==> config.mk <==
export PLATFORM = sky130hd
export DESIGN_NAME = aes_round_key_stage
export DESIGN_NICKNAME = d
export VERILOG_FILES = /design/src/rtl/aes_round_key_stage.sv
export SDC_FILE = /design/constraint.sdc
export NUM_CORES = 1
export LEC_CHECK = 0
export CORE_AREA = 2 2 253 255
export CTS_CLUSTER_DIAMETER = 30
export DETAILED_ROUTE_END_ITERATION = 10
export DIE_AREA = 0 0 255 257
export GPL_ROUTABILITY_DRIVEN = 0
export RECOVER_POWER = 100
export SYNTH_ARGS = -nofsm -noshare
export SYNTH_HDL_FRONTEND = slang
export SYNTH_SLANG_ARGS = --single-unit
==> constraint.sdc <==
create_clock -name clk -period 1.5 [get_ports clk]
set_clock_uncertainty 0.05 [all_clocks]
set_input_delay 0.3 -clock clk [delete_from_list [all_inputs] [get_ports clk]]
set_output_delay 0.3 -clock clk [all_outputs]
set_load 0.01 [all_outputs]
==> src/rtl/aes_round_key_stage.sv <==
// Registered AddRoundKey stage behind MixColumns; tracks round count per block.
// Optional `AES_RK_STAGE_BLKCNT_EN adds a completed-block counter output.
module aes_round_key_stage #(
    parameter int NR = 10,
    parameter int RW = 4
) (
    input  logic          clk,
    input  logic          rst_n,
    input  logic          in_valid,
    output logic          in_ready,
    input  logic          in_start,
    input  logic [127:0]  plain_data,
    input  logic [127:0]  shift_data,
    input  logic [127:0]  mix_data,
    output logic [RW-1:0] rk_index,
    input  logic [127:0]  rk_data,
    output logic          out_valid,
    input  logic          out_ready,
    output logic [127:0]  out_data,
    output logic [RW-1:0] out_round,
    output logic          out_last,
`ifdef AES_RK_STAGE_BLKCNT_EN
    output logic [15:0]   blk_count,
`endif
    output logic          seq_err
);

    typedef enum logic {
        IDLE,
        RUN
    } state_e;

    localparam logic [RW-1:0] NR_IDX = RW'(NR);

    state_e        state_q, state_d;
    logic [RW-1:0] rnd_q, rnd_d;

    logic          out_valid_q, out_valid_d;
    logic [127:0]  out_data_q, out_data_d;
    logic [RW-1:0] out_round_q, out_round_d;
    logic          out_last_q, out_last_d;
    logic          err_q, err_d;

    logic          accept;
    logic          emit;
    logic [RW-1:0] idx;
    logic [127:0]  sel;

    assign in_ready = !out_valid_q || out_ready;
    assign accept   = in_valid && in_ready;
    // A non-start beat in IDLE is consumed but produces nothing.
    assign emit     = accept && (in_start || state_q == RUN);
    assign idx      = in_start ? '0 : rnd_q;
    assign rk_index = idx;

    always_comb begin
        sel = mix_data;
        if (in_start) begin
            sel = plain_data;
        end else if (rnd_q == NR_IDX) begin
            sel = shift_data;
        end
    end

    always_ff @(posedge clk or negedge rst_n) begin
        if (!rst_n) begin
            state_q <= IDLE;
            rnd_q   <= '0;
        end else begin
            state_q <= state_d;
            rnd_q   <= rnd_d;
        end
    end

    always_comb begin
        state_d = state_q;
        rnd_d   = rnd_q;
        if (accept) begin
            if (in_start) begin
                state_d = RUN;
                rnd_d   = RW'(1);
            end else if (state_q == RUN) begin
                if (rnd_q == NR_IDX) begin
                    state_d = IDLE;
                    rnd_d   = '0;
                end else begin
                    rnd_d = rnd_q + 1'b1;
                end
            end
        end
    end

    always_comb begin
        out_valid_d = out_valid_q;
        out_data_d  = out_data_q;
        out_round_d = out_round_q;
        out_last_d  = out_last_q;
        err_d       = err_q;
        if (emit) begin
            out_valid_d = 1'b1;
            out_data_d  = sel ^ rk_data;
            out_round_d = idx;
            out_last_d  = (idx == NR_IDX);
        end else if (out_ready) begin
            out_valid_d = 1'b0;
        end
        if (accept && (in_start ? (state_q == RUN) : (state_q == IDLE))) begin
            err_d = 1'b1;
        end
    end

    always_ff @(posedge clk or negedge rst_n) begin
        if (!rst_n) begin
            out_valid_q <= 1'b0;
            out_data_q  <= '0;
            out_round_q <= '0;
            out_last_q  <= 1'b0;
            err_q       <= 1'b0;
        end else begin
            out_valid_q <= out_valid_d;
            out_data_q  <= out_data_d;
            out_round_q <= out_round_d;
            out_last_q  <= out_last_d;
            err_q       <= err_d;
        end
    end

    assign out_valid = out_valid_q;
    assign out_data  = out_data_q;
    assign out_round = out_round_q;
    assign out_last  = out_last_q;
    assign seq_err   = err_q;

`ifdef AES_RK_STAGE_BLKCNT_EN
    logic [15:0] blk_cnt_q;

    always_ff @(posedge clk or negedge rst_n) begin
        if (!rst_n) begin
            blk_cnt_q <= '0;
        end else if (out_valid_q && out_ready && out_last_q) begin
            blk_cnt_q <= blk_cnt_q + 16'd1;
        end
    end

    assign blk_count = blk_cnt_q;
`endif

endmodule

; Yosys cells after proc, flatten, opt, wreduce, memory -nomap -nowiden
; Index checks and enable logic that the tools add are counted.
[totals]
register_bits = 140
out_inout_bits = 140
[classes]
addsub = 1
eq_ne = 2
mux = 12
n_bitwise = 2
n_reduce_logical = 9
[op_table]
columns = op, count
row1 = $mux 128, 2
row2 = $xor 128x128->128, 1
row3 = $mux 4, 4
row4 = $eq 4x4->1 const B, 2
row5 = $mux 1, 6
row6 = $add 4x1->4 const B, 1
row7 = $reduce_bool 2->1, 2
row8 = $logic_and 1x1->1, 3
row9 = $logic_or 1x1->1, 2
row10 = $reduce_and 2->1, 1
row11 = $logic_not 1->1, 1
row12 = $not 1->1, 1

; Logic depth before layout (Yosys ltp)
[depth]
word_depth = 5
depth_mapped = 11
depth_no_buf = 6

; Worst setup path after synthesis
; OpenSTA, ideal clock, no wires.
[synth_timing]
kind = input-to-reg
from = input in_start
to = register out_data_q[62], in the netlist out_data[62]
setup_time_ps = 132
t_arrival_ps = 1795
required_time_ps = 1318
slack_ps = -477
stages = 11
n_path_buf = 6
path_cell_list = buf_6 > buf_6 > buf_6 > inv_1 > ha_1 > nand3b_2 > buf_2 > buf_4 > buf_2 > nand2_1 > o21ai_1
[synth_via]
elab_chain_len = 2
elab_cells_between_ends = 4
classes_between = mux (1) / bitwise (1) / reduce/logical (2)
[synth_rtl]
columns = element, line
row1 = "start, declared", 11  ; input logic in_start,
row2 = $mux 128 or $logic_or 1x1->1 (tied branches), "58, 52"
row3 = $xor 128x128->128 or $logic_and 1x1->1 (tied branches), "101, 52"
row4 = "end signal, assigned", 121  ; out_data_q <= out_data_d;
row5 = "end, declared", 39  ; logic [127:0] out_data_q, out_data_d;
; Several ways; a longest one is shown, not always the timed one.
; A chain may end at the register's enable or synchronous reset.

; Final worst setup path
[layout_timing]
from = register rnd_q[0]
to = register out_data_q[57], in the netlist out_data[57]
[layout_via]
elab_chain_len = 4
[layout_rtl]
columns = element, line
row1 = "start, declared", 36  ; logic [RW-1:0] rnd_q, rnd_d;
row2 = "start signal, assigned", 71  ; rnd_q <= rnd_d;
row3 = $eq 4x4->1, 60  ; end else if (rnd_q == NR_IDX) begin
row4 = $mux 128, 60
row5 = $mux 128, 58  ; if (in_start) begin
row6 = $xor 128x128->128, 101  ; out_data_d = sel ^ rk_data;
; No other way between the ends.

==> flow_summary_export.csv <==
group,metric,value,unit
status,status,"complete, but fails checks",
timing,slew_violations,0,
cts,cts_tree,"yes",
timing,period_share,129,%
synth,synth_top_cell_by_area,"dfrtp_1",
timing,worst_pin_slew,714,ps
synth,synth_common_cells,"140 x dfrtp_1, 134 x nand2_1, 128 x mux2i_1, 128 x o21ai_1, 128 x xor2_1",
global_routing,grt_overflow,0,
drt,detail_route.wl_per_cell,16.9,um
status,violations,"setup timing",
worst_setup_path,r2r-start,"rnd_q[0]$_DFFE_PN0P_",
global_routing,antenna_found_initial,1,
drt,num_vias,9374,
synth,ys.flop_type,"dfrtp_1",
synth,synth.most_common_cell,"dfrtp_1",
cts,clockBufferDepth,2,
worst_setup_path,cp-end-kind,"flip-flop",
die,dieArea,65500,sq um
die,die-height,257,um
worst_setup_path,worstPathArrival,2220,ps
timing,max_freq,517,MHz
layout,synthToLayoutAreaGrowth,104,%
drt,wirelength,42000,um
layout,num_antenna_cells,0,
synth,synth_fp_nets,1401,
synth,mappedNetlistArea,9260,sq um
synth,async_flop_share,100,%
synth,synth_area_per_cell,10.5,sq um
global_routing,grt_pass1_wl,57300,um
layout,multiInputGateArea,5970,sq um
drt,via_per_inst,3.77,
worst_setup_path,crit_type,"reg2reg",
layout,seqCellArea,3510,sq um
placed_design,hpwl,33400,um
worst_setup_path,critical_path_required,1790,ps
power,power_density,795,nW/um^2
layout,drive_above_1_share,28.0,%
timing,setup_viol,142,
cts,cts_buffers,17,
cts,clk_pin_slew,60,ps
hold_path,min_path_type,"in2reg",
timing,final_hold_viol_count,0,
die,start_util,14.8,%
global_routing,grt_pass1_vias,9943,
worst_setup_path,critical_path.max_fanout,9,
power,leakage,8.05,nW
synth,seq_area_frac_synth,37.8,%
hold_path,min_from,"in_start",
timing,setup_ws,-434,ps
die,core,62700,sq um
layout,finish.instance_area,18900,sq um
layout,nNetsFinal,2148,
drt,firstDrtPassIters,4,
die,rows,92,
global_routing,grt_usage,11.7,%
worst_setup_path,reg2reg_depth,9,
worst_setup_path,r2r_end,"out_data[57]$_DFFE_PN0P_",
synth,yosys.area.top_type_share,37.8,%
cts,clock_latency,460,ps
hold_path,whs_path_depth,5,
die,die_w,255,um
synth,synth_warnings,0,
drt,initialDrtViolationCount,269,
die,io_pins,657,
cts,h-tree-depth,4,
synth,yosysUniqueCellTypes,29,
hold_path,worstHoldEndpoint,"rnd_q[2]$_DFFE_PN0P_",
flow_run,cap_violations,0,
cts,clock-sinks,140,
synth,synth_seq_cells,140,
synth,synth_edf_count,0,
timing,slew_headroom,52.4,%
timing,rsz0062_at_grt,"true",
drt,drc,0,
timing,fin_crit,1930,ps
power,vdd_ir_drop_max,793,uV
worst_setup_path,worstSetupStartpointType,"flip-flop",
synth,ys_top_cells_by_area,"dfrtp_1 38%, mux2i_1 14%, xor2_1 12%",
worst_setup_path,r2r_slack,-430,ps
synth,syn_inst,881,
drt,drt.antenna.violating_nets,0,
layout,fin_util,30.1,%
global_routing,grt_start_max_net_pins,45,
cts,cts_root_buffer,"clkbuf_16",
placed_design,io_buffers,656,
placed_design,place_area,17600,sq um
layout,fillers,6443,
[area by class of cell]
type                            count  share of cell area (%)
Timing Repair Buffer              787                    41.0
Multi-Input combinational cell    679                    31.6
Sequential cell                   140                    18.5
Tap cell                          846                    5.60
Clock buffer                       19                    2.40
Clock inverter                     13                   0.860
Inverter                            3                  0.0728
[registers in the layout, summed over array words and instances (netlist names)]
signal     count
out_data     128
out_last       1
out_round      4
rnd_q          4
state_q        1
seq_err        1
out_valid      1
[worst max-delay path by stage]
stage	startpoint	endpoint	slack (ps)	cells after the start
after CTS	rnd_q[0]$_DFFE_PN0P_	out_data[11]$_DFFE_PN0P_	-400	8
after global placement	rnd_q[0]$_DFFE_PN0P_	out_data[10]$_DFFE_PN0P_	-470	8
after detailed placement	rnd_q[0]$_DFFE_PN0P_	out_data[10]$_DFFE_PN0P_	-520	8
final	rnd_q[0]$_DFFE_PN0P_	out_data[57]$_DFFE_PN0P_	-430	9
after global routing	rnd_q[0]$_DFFE_PN0P_	out_data[11]$_DFFE_PN0P_	-490	9
after floorplan	in_start	out_data[22]$_DFFE_PN0P_	-210	11
[report_power, final]
part	leakage, nW	switching (mW)	internal [mW]	total [mW]
sequential	1.72	0.436	4.48	4.92
clock	0.296	1.85	2.71	4.56
combinational	6.03	2.33	3.22	5.55
total	8.05	4.62	10.4	15.0
[critical path, stage by stage, from the launching register on]
cell and delay, ps:
dfrtp_1 390, inv_2 90, ha_4 140, nand4bb_4 130, buf_12 160, buf_12 150
buf_4 160, mux2i_1 200, xor2_1 220, o21ai_1 80
[repair_timing]
item                                   in CTS  in global routing
endpoints found under the hold margin     140                  0
setup endpoints to repair                 270                163
resized for setup                         432                139
pin swaps                                   5                 88
hold buffers                                1                  0
cloned                                      0                  7
buffers inserted                            9                 19
[logic make-up after synthesis]
kind of cell / synth area share (%)
fa+ha+maj: 0.405
mux: 31.1
xor+xnor: 12.1
flops: 37.8
buf+inv: 4.40
simple gates: 6.62
compound gates: 7.52
[placed cells by master (no fill, tap or decap), types with 3 or more instances in the layout]
cell type	synthesis	final
buf_12	0	16
buf_4	3	84
buf_6	18	20
buf_8	0	3
bufinv_16	0	3
clkbuf_1	15	39
clkbuf_16	0	24
clkbuf_2	0	15
clkbuf_4	0	3
clkdlybuf4s15_1	0	29
clkdlybuf4s15_2	0	53
clkdlybuf4s50_1	0	514
clkinv_2	0	3
clkinvlp_4	0	3
dfrtp_1	140	138
inv_6	0	3
mux2_1	9	9
mux2_2	92	88
mux2_4	31	35
mux2i_1	128	50
mux2i_2	0	56
mux2i_4	0	22
nand2_1	134	132
nor2b_4	0	3
o21ai_1	128	130
o21ai_2	0	4
xor2_1	128	127
[routing by layer]
metal | routed length [um] | GRT usage, % | vias to the layer above
met1 | 16500 | 12.6 | 4418
met3 | 2960 | 3.43 | 41
met4 | 763 | 4.09 | 2
met2 | 21800 | 21.7 | 371
met5 | 8 | 0 | -
li1 | - | - | 4542
[metrics by stage]
stage | instances | power, mW | setup TNS (ps) | hold slack [ps] | worst slack, ps
after floorplan | 881 | 6.90 | -26420 | -45.6 | -214
after global placement | 2423 | 10.7 | -51140 | 158 | -473
after detailed placement | 2423 | 10.7 | -53600 | 149 | -520
after CTS | 2464 | 15.2 | -42160 | 209 | -398
after global routing | 2487 | 16.0 | -58250 | 347 | -494
final | 2487 | 15.0 | -46390 | 347 | -434
Note: power is estimated with default switching activity, not from simulation.
